<file path="config.mk">
export PLATFORM = sky130hd
export DESIGN_NAME = uart_echo_buffer_flat
export DESIGN_NICKNAME = d
export VERILOG_FILES = /design/src/rtl/uart_echo_buffer_if.sv /design/src/rtl/uart_echo_buffer.sv /design/src/flat_wrapper.sv
export SDC_FILE = /design/constraint.sdc
export NUM_CORES = 1
export LEC_CHECK = 0
export ABC_CLOCK_PERIOD_IN_PS = 4170
export BUFFER_PORTS_ARGS = -buffer_cell sky130_fd_sc_hd__buf_4
export CORE_UTILIZATION = 50
export DETAILED_ROUTE_END_ITERATION = 7
export PLACE_DENSITY = 0.75
export RECOVER_POWER = 25
export SKIP_CTS_REPAIR_TIMING = 1
export SYNTH_ARGS = -nofsm -noshare
export SYNTH_HDL_FRONTEND = slang
export SYNTH_SLANG_ARGS = --single-unit
</file>
<file path="constraint.sdc">
create_clock -name clk -period 4.17 [get_ports clk]
set_input_delay 1.0425 -clock clk [delete_from_list [all_inputs] [get_ports clk]]
set_output_delay 1.0425 -clock clk [all_outputs]
set_load 0.01 [all_outputs]
</file>
<file path="src/rtl/uart_echo_buffer_if.sv">
// Receiver/transmitter handshake bundle for the echo buffer.
// slave = buffer side, master = uart side driving rx and busy.
interface uart_echo_buffer_if #(
  parameter int DATA_W = 8
);
  logic [DATA_W-1:0] rx_data;
  logic              rx_done;
  logic              tx_busy;
  logic [DATA_W-1:0] tx_din;
  logic              tx_start;

  modport master (
    output rx_data,
    output rx_done,
    output tx_busy,
    input  tx_din,
    input  tx_start
  );

  modport slave (
    input  rx_data,
    input  rx_done,
    input  tx_busy,
    output tx_din,
    output tx_start
  );
endinterface

</file>
<file path="src/rtl/uart_echo_buffer.sv">
// Circular byte FIFO between uart_rx and uart_tx.
// Replays stored bytes to the transmitter one frame at a time.
module uart_echo_buffer #(
  parameter int DATA_W      = 8,
  parameter int DEPTH_LOG2  = 4,
  parameter int ACK_TIMEOUT = 64
) (
  input  logic                clk,
  input  logic                rst_n,
  uart_echo_buffer_if.slave   bus,
  output logic [DEPTH_LOG2:0] fifo_count,
  output logic                overflow,
  output logic                ack_err
);
  localparam int DEPTH = 1 << DEPTH_LOG2;
  localparam int TW    = $clog2(ACK_TIMEOUT + 1);

  typedef enum logic [1:0] {
    IDLE,
    WAIT_ACK,
    WAIT_DONE
  } state_t;

  state_t                state;
  state_t                state_nx;
  logic [DATA_W-1:0]     mem [DEPTH];
  logic [DEPTH_LOG2-1:0] wr_ptr;
  logic [DEPTH_LOG2-1:0] rd_ptr;
  logic [TW-1:0]         timer;
  logic [TW-1:0]         timer_nx;
  logic                  full;
  logic                  empty;
  logic                  push;
  logic                  pop;
  logic                  start_nx;
  logic                  ack_set;

  // full/empty use the registered count, so a pop never frees room
  // for a push in the same cycle and a fresh byte is not popped yet
  assign full  = fifo_count == (DEPTH_LOG2 + 1)'(DEPTH);
  assign empty = fifo_count == '0;
  assign push  = bus.rx_done && !full;

  // Next-state, pop request and timeout detection
  always_comb begin
    state_nx = state;
    timer_nx = timer;
    pop      = 1'b0;
    start_nx = 1'b0;
    ack_set  = 1'b0;
    unique case (state)
      IDLE: begin
        if (!empty) begin
          pop      = 1'b1;
          start_nx = 1'b1;
          timer_nx = '0;
          state_nx = WAIT_ACK;
        end
      end
      WAIT_ACK: begin
        if (bus.tx_busy) begin
          state_nx = WAIT_DONE;
        end else if (timer == TW'(ACK_TIMEOUT - 1)) begin
          ack_set  = 1'b1;
          state_nx = IDLE;
        end else begin
          timer_nx = timer + 1'b1;
        end
      end
      WAIT_DONE: begin
        if (!bus.tx_busy) state_nx = IDLE;
      end
      default: state_nx = IDLE;
    endcase
  end

  // Sequencer state, timer, start strobe and sticky ack error
  always_ff @(posedge clk or negedge rst_n) begin
    if (!rst_n) begin
      state        <= IDLE;
      timer        <= '0;
      bus.tx_start <= 1'b0;
      ack_err      <= 1'b0;
    end else begin
      state        <= state_nx;
      timer        <= timer_nx;
      bus.tx_start <= start_nx;
      if (ack_set) ack_err <= 1'b1;
    end
  end

  // Storage array is intentionally left unreset
  always_ff @(posedge clk) begin
    if (push) mem[wr_ptr] <= bus.rx_data;
  end

  // Pointers, occupancy, output byte and sticky overflow
  always_ff @(posedge clk or negedge rst_n) begin
    if (!rst_n) begin
      wr_ptr     <= '0;
      rd_ptr     <= '0;
      fifo_count <= '0;
      bus.tx_din <= '0;
      overflow   <= 1'b0;
    end else begin
      if (push) wr_ptr <= wr_ptr + 1'b1;
      if (pop) begin
        rd_ptr     <= rd_ptr + 1'b1;
        bus.tx_din <= mem[rd_ptr];
      end
      if (bus.rx_done && full) overflow <= 1'b1;
      unique case ({push, pop})
        2'b10:   fifo_count <= fifo_count + 1'b1;
        2'b01:   fifo_count <= fifo_count - 1'b1;
        default: fifo_count <= fifo_count;
      endcase
    end
  end
endmodule

</file>
<file path="src/flat_wrapper.sv">
// flat-port wrapper written by rule: the top's interface ports become plain ports
module uart_echo_buffer_flat 
#(
  parameter int DATA_W      = 8,
  parameter int DEPTH_LOG2  = 4,
  parameter int ACK_TIMEOUT = 64
)
  (clk, rst_n, fifo_count, overflow, ack_err, bus_rx_data, bus_rx_done, bus_tx_busy, bus_tx_din, bus_tx_start);
  uart_echo_buffer_if #(.DATA_W(DATA_W)) bus_i ();
  input  logic clk;
  input  logic rst_n;
  output logic [DEPTH_LOG2:0] fifo_count;
  output logic overflow;
  output logic ack_err;
  input wire logic [$bits(bus_i.rx_data)-1:0] bus_rx_data;
  input wire logic [$bits(bus_i.rx_done)-1:0] bus_rx_done;
  input wire logic [$bits(bus_i.tx_busy)-1:0] bus_tx_busy;
  output wire logic [$bits(bus_i.tx_din)-1:0] bus_tx_din;
  output wire logic [$bits(bus_i.tx_start)-1:0] bus_tx_start;
  assign bus_i.rx_data = bus_rx_data;
  assign bus_i.rx_done = bus_rx_done;
  assign bus_i.tx_busy = bus_tx_busy;
  assign bus_tx_din = bus_i.tx_din;
  assign bus_tx_start = bus_i.tx_start;
  uart_echo_buffer #(.DATA_W(DATA_W), .DEPTH_LOG2(DEPTH_LOG2), .ACK_TIMEOUT(ACK_TIMEOUT)) u_core (.clk(clk), .rst_n(rst_n), .bus(bus_i), .fifo_count(fifo_count), .overflow(overflow), .ack_err(ack_err));
endmodule
</file>
* Word-level counts from Yosys, hierarchy flattened
Memories as Yosys holds them, arrays and structs flattened. A register that Yosys moved wholly into a read port is not among the register bits.
Cells that the tools add are included.
** Storage, ports and cells
- Flip-flop bits (word level) :: 25
- Memory bits (writable) :: 128
- Input port bits :: 12
- Output and inout port bits :: 16
- Memories :: 1
** Operators by class
- $add $sub $neg :: 5
- Eq/ne operators :: 11
- Multiplexer cells :: 17
- Reductions and logical operators :: 10
** Memory list
- u_core.mem :: depth 16, width 8, rd ports 1, clocked after Yosys merged registers in 1, write ports 1, line uart_echo_buffer.sv:26 : logic [DATA_W-1:0] mem [DEPTH];
** Operators with widths (count)
- 7-bit two-way mux :: 3
- 7-bit one-hot mux with 2 select lines :: 1
- 5-bit one-hot mux with 2 select lines :: 1
- 4-bit by 1-bit adder with 4-bit output, second input constant :: 2
- 2-bit two-way mux :: 4
- 2-bit inequality test, second input constant :: 4
- 7-bit by 1-bit adder with 7-bit output, second input constant :: 1
- 7-bit by 6-bit == test with 1-bit output, second input constant :: 1
- 1-bit two-way mux :: 7
- 2-bit one-hot mux with 3 select lines :: 1
- 5-bit by 1-bit adder with 5-bit output, second input constant :: 1
- 5-bit == test, second input constant :: 1
- 5-bit zero test :: 1
- 5-bit by 1-bit subtractor with 5-bit output, second input constant :: 1
- 2-bit by 1-bit == test with 1-bit output, second input constant :: 2
- 2-bit == test, second input constant :: 2
- 4-bit AND reduction :: 1
- 2-bit nonzero test :: 2
- 3-bit by 2-bit inequality test with 1-bit output, second input constant :: 1
- 3-bit AND reduction :: 1
- 1-bit logical AND :: 2
- 1-bit zero test :: 2
- 2-bit zero test :: 1

* Longest topological paths before layout
- Depth after elaboration :: 5
- Gate-level depth with buffers :: 13

* Worst setup path before layout
OpenSTA, ideal clock, no wires.
- Path type :: input-to-reg
- Start :: in bus_rx_done
- End :: reg u_core.fifo_count[4]
- Library setup time :: 128 ps
- Arrival time :: 3154 ps
- Data required time :: 4042 ps
- Slack :: 887 ps
- Cell stages on the path :: 10
- Cell sequence :: a21boi_1 inv_1 ha_1 clkbuf_1 xor2_1 ha_1 or3b_2 a211oi_1 o21bai_1 xnor2_1
** On the way
- Cells in the longest elaborated chain, start to end :: 3
- Elaborated cells between the ends (all ways) :: 5
- Classes of those cells :: 2 x eq/ne; 1 x mux; 2 x reduce/logical
** RTL lines
- start, declared :: line flat_wrapper.sv:16 : input wire logic [$bits(bus_i.rx_done)-1:0] bus_rx_done;
- 1-bit logical AND * :: line uart_echo_buffer.sv:42 : assign push = bus.rx_done && !full;
- 2-bit by 1-bit == test with 1-bit output / 2-bit == test (equally long branches) :: line uart_echo_buffer.sv:112 : unique case ({push, pop})
- 5-bit one-hot mux with 2 select lines / 2-bit nonzero test (equally long branches)
- end signal, assigned :: line uart_echo_buffer.sv:113 : 2'b10: fifo_count <= fifo_count + 1'b1;
- end signal, assigned :: line uart_echo_buffer.sv:114 : 2'b01: fifo_count <= fifo_count - 1'b1;
- end signal, assigned :: line uart_echo_buffer.sv:115 : default: fifo_count <= fifo_count;
- end, declared :: line uart_echo_buffer.sv:11 : output logic [DEPTH_LOG2:0] fifo_count,
Every way passes the cells marked *; elsewhere a longest branch is shown, timed or not.
A chain may end at the register's enable or synchronous reset.

* Worst setup path after layout
- Start :: reg u_core.fifo_count[2]
- End :: reg u_core.fifo_count[4]
** On the way
- Cells in the longest elaborated chain, start to end :: 5
- Elaborated cells between the ends (all ways) :: 12
- Classes of those cells :: 2 x add/sub; 3 x eq/ne; 3 x mux; 4 x reduce/logical
** RTL lines
- 5-bit zero test * :: line uart_echo_buffer.sv:41 : assign empty = fifo_count == '0;
- 1-bit two-way mux * :: line uart_echo_buffer.sv:53 : if (!empty) begin
- 1-bit two-way mux * :: line uart_echo_buffer.sv:51 : unique case (state)
- via u_core.pop :: line uart_echo_buffer.sv:34 : logic pop;
- 2-bit by 1-bit == test with 1-bit output / 2-bit == test (equally long branches) :: line uart_echo_buffer.sv:112
- 5-bit one-hot mux with 2 select lines / 2-bit nonzero test (equally long branches)
The timed path passes the listed nets; every way through them passes the cells marked *.

==> impl_summary.txt <==
----------------------------------------------------
[Run status]
  Status ... complete, but fails checks
  Violated checks ... max-capacitance violations, max-slew violations

[GRT]
  Total congestion overflow ... 0
  Largest net degree at the start of global routing ... 34
  Initial antenna violation count ... 1
  All-Layer GR Usage ... between 20% and 30%
  Global-route wire length before repair ... 19400 um
  Via count of the first global-routing pass ... 3449

[Setup path]
  Crit start category ... flip-flop
  CP top delay family ... simple AND/OR/NAND/NOR gates
  Worst Path Required ... 4.47 ns
  Slowest library cell on the worst path ... sky130_fd_sc_hd__or4_1
  Path type of the worst setup path ... reg -> reg
  Worst-path maximum fanout ... 20
  Arrival time of data at the critical path endpoint ... around 3.6 ns
  Critical Path End Type ... flip-flop
  CP cell instances ... or4_1 > o21ai_1 > buf_4 > inv_2 > ha_1 > xor2_1 > ha_1 > or3b_2 > a211oi_1 > o21bai_1 > xnor2_1
  Library cell appearing most often on the critical path ... sky130_fd_sc_hd__ha_1
  WP buf/inv ... 2
  Critical path's largest stage delay ... ~0.58 ns

[Clocking]
  Reg clk slew, reported paths ... around 0.06 ns
  Num CTS Buffers ... 17
  Longest Clk Path Bufs ... 2
  H-tree level count ... 4
  Library cell used as clock root buffer ... sky130_fd_sc_hd__clkbuf_16
  Clock Sink Count ... roughly 160
  Clock tree from TritonCTS ... done
  Clk Latency, worst-skew pair ... ~0.42 ns

[Cells and area]
  Filler cell count ... 930
  Number of nets in the layout ... about 430
  Utilization after layout ... between 50% and 60%
  Most frequent cells in the layout ... sky130_fd_sc_hd__edfxtp_1, sky130_fd_sc_hd__dfrtp_1, sky130_fd_sc_hd__buf_4, sky130_fd_sc_hd__mux4_2, sky130_fd_sc_hd__clkbuf_16
  Area delta synth->final ... 14.1%
  Leading cell type in the layout, fill and taps excluded ... sky130_fd_sc_hd__edfxtp_1
  Diodes inserted ... 0
  Proportion of layout cells with a drive suffix above 1 ... 21.3%

[Detailed routing]
  Remaining routing DRC violations ... 0
  Routed wire length ... approximately 12000 um
  Violation count after the first detailed-routing iteration ... between 300 and 400
  Post-DRT Antenna Nets ... 0
  Routed WL per cell ... between 20 and 25 um
  Pre-antenna DRT Iters ... 5
  DR vias/cell ... 5.78
  Total vias in the final route ... approximately 3400

[Run]
  Count of maximum capacitance violations ... 1

[Logic synthesis]
  Post-synthesis cell count ... between 300 and 400
  Post-synthesis net count ... ~400
  Count of unique library cells instantiated by Yosys ... 46
  Async S/R FF share, synth ... between 20% and 30%
  Dominant synthesized flop cell ... sky130_fd_sc_hd__edfxtp_1
  Share of synthesized area occupied by flip-flops and latches ... a little over two thirds
  Post-synth EDFFs ... approximately 130
  Warning count from the yosys run ... 0
  Netlist area before placement ... 6600 um2
  Synthesized flop and latch total ... 161
  Per-instance average area after synthesis ... 17.8 um2

[STA]
  Final critical path time including I/O delays and setup ... roughly 3.3 ns
  Tcrit/Tclk final ... between 70 and 80%
  Setup TNS after final layout ... 0 ns
  Fmax ... slightly above 300 MHz
  Final Hold Viols ... 0
  Actual slew at the worst max-slew pin ... 1.78 ns
  Number of endpoints failing setup at the final stage ... 0
  Unrepaired setup endpoints after global routing ... no
  Max Transition Viols Final ... 34
  Worst max-slew margin expressed relative to the limit ... -18.6%
  Clock Skews ... slightly below 0.008 ns

[Pwr]
  Total Power Consumption ... roughly 5400 uW
  Pwr/cell area ... 720 nW/um2
  Total leakage power ... roughly 0.0027 uW
  Highest ir drop seen on vdd ... 0.339 mV

[Floorplanning]
  Number of placement rows ... roughly 40
  Die area ... roughly 14000 um2
  Floorplan die width ... approximately 120 um
  Initial Utilization ... just over 50%
  Core box area ... 12800 um2
  Die boundary height ... ~120 um
  Number of top-level design ports ... 28

[Worst hold path]
  Classification of the worst-slack hold path ... reg -> reg

[Placed design]
  Port Buf Inserts ... 27
  Final HPWL DP ... around 7600 um
  Final Wtd Congestion ... 0.769

----------------------------------------------------
==> worst reg2reg max path: stages, from the launching register on <==
cell and delay, ns:
sky130_fd_sc_hd__dfrtp_1 0.47, sky130_fd_sc_hd__or4_1 0.58, sky130_fd_sc_hd__o21ai_1 0.14, sky130_fd_sc_hd__buf_4 0.25, sky130_fd_sc_hd__inv_2 0.10, sky130_fd_sc_hd__ha_1 0.30, sky130_fd_sc_hd__xor2_1 0.20, sky130_fd_sc_hd__ha_1 0.24
sky130_fd_sc_hd__or3b_2 0.45, sky130_fd_sc_hd__a211oi_1 0.21, sky130_fd_sc_hd__o21bai_1 0.11, sky130_fd_sc_hd__xnor2_1 0.12
==> flip-flops by register name, summed over array words and instances (netlist names) <==
register	cells
u_core.fifo_count	5
u_core.rd_ptr	4
u_core.bus.tx_start	1
u_core.mem	128
u_core.state	2
u_core.bus.tx_din	8
u_core.overflow	1
u_core.wr_ptr	4
u_core.ack_err	1
u_core.timer	7
==> report_power, final <==
group	switching, uW	leakage [uW]	internal [uW]
Combinational	702	0.000824	781
Sequential	367	0.00156	2010
Clock	617	0.000292	944
Total	1690	0.00267	3740
==> routing by layer <==
layer	up-vias	wire [um]	share of wire, %	global-route usage (%)
li1	1529	-	-	-
met1	1737	5330	43	27.1
met2	127	6230	50	33.0
met3	14	685	5.5	6.75
met4	2	140	1.1	6.41
met5	-	10	0.081	0
==> area by class of cell <==
type,instances,area [um2],share of cell area (%)
Multi-Input combinational cell,179,1770,23.5
Sequential cell,161,4670,62.0
Clock inverter,12,155,2.06
Clock buffer,19,433,5.74
Inverter,11,41.3,0.548
Tap cell,172,215,2.86
Timing Repair Buffer,36,251,3.34
==> stage by stage <==
stage	setup WS [ns]	hold slack, ns	instance area [um2]	instances
after global placement	0.964	0.455	6970	559
after detailed placement	0.911	0.465	6970	559
after floorplan	0.887	0.443	6600	370
after global routing	0.661	0.503	7540	590
after CTS	0.878	0.479	7550	590
final	0.881	0.472	7540	590
==> final timing paths <==
check                      slack (ns)  cells after the start                  from                    to
setup / recovery                 0.88                     11  u_core.fifo_count[2]  u_core.fifo_count[4]
setup reg to reg                 0.88                     11  u_core.fifo_count[2]  u_core.fifo_count[4]
max in group asynchronous        1.92                      1                 rst_n      u_core.rd_ptr[0]
hold reg to reg                  0.47                      1       u_core.overflow       u_core.overflow
hold / removal                   0.47                      1       u_core.overflow       u_core.overflow
min in group asynchronous        1.09                      1                 rst_n  u_core.fifo_count[2]
==> Yosys cell counts, types with 2 or more instances <==
master | n | share of area, %
sky130_fd_sc_hd__a21boi_1 | 2 | 0.23
sky130_fd_sc_hd__xor2_1 | 4 | 0.53
sky130_fd_sc_hd__dfrtp_1 | 33 | 13
sky130_fd_sc_hd__o211ai_1 | 2 | 0.23
sky130_fd_sc_hd__or4_1 | 2 | 0.23
sky130_fd_sc_hd__nand3_1 | 3 | 0.23
sky130_fd_sc_hd__edfxtp_1 | 128 | 58
sky130_fd_sc_hd__o21ai_0 | 5 | 0.38
sky130_fd_sc_hd__buf_6 | 2 | 0.34
sky130_fd_sc_hd__xnor2_1 | 8 | 1.1
sky130_fd_sc_hd__or3b_2 | 2 | 0.27
sky130_fd_sc_hd__clkbuf_1 | 6 | 0.34
sky130_fd_sc_hd__a22o_1 | 8 | 1.1
sky130_fd_sc_hd__buf_2 | 5 | 0.38
sky130_fd_sc_hd__nand4_1 | 3 | 0.28
sky130_fd_sc_hd__o21bai_1 | 2 | 0.23
sky130_fd_sc_hd__nor2_1 | 15 | 0.85
sky130_fd_sc_hd__ha_1 | 9 | 1.7
sky130_fd_sc_hd__mux4_2 | 23 | 7.8
sky130_fd_sc_hd__a21oi_1 | 12 | 0.91
sky130_fd_sc_hd__nor2b_1 | 10 | 0.95
sky130_fd_sc_hd__buf_4 | 3 | 0.34
sky130_fd_sc_hd__mux2i_1 | 9 | 1.4
sky130_fd_sc_hd__nand2_1 | 15 | 0.85
sky130_fd_sc_hd__mux4_1 | 9 | 3.6
sky130_fd_sc_hd__nor3_1 | 7 | 0.53
sky130_fd_sc_hd__nand2b_1 | 6 | 0.57
sky130_fd_sc_hd__a31oi_1 | 2 | 0.19
sky130_fd_sc_hd__inv_1 | 10 | 0.57
sky130_fd_sc_hd__a211o_1 | 9 | 1.2
==> logic make-up after synthesis <==
kind of cell | share of synthesized area (%)
mux | 13.1
flops | 70.7
simple gates | 5.10
fa+ha+maj | 1.71
buf+inv | 2.50
xor+xnor | 1.59
compound gates | 5.27
Power figures use the tool's default switching activity.
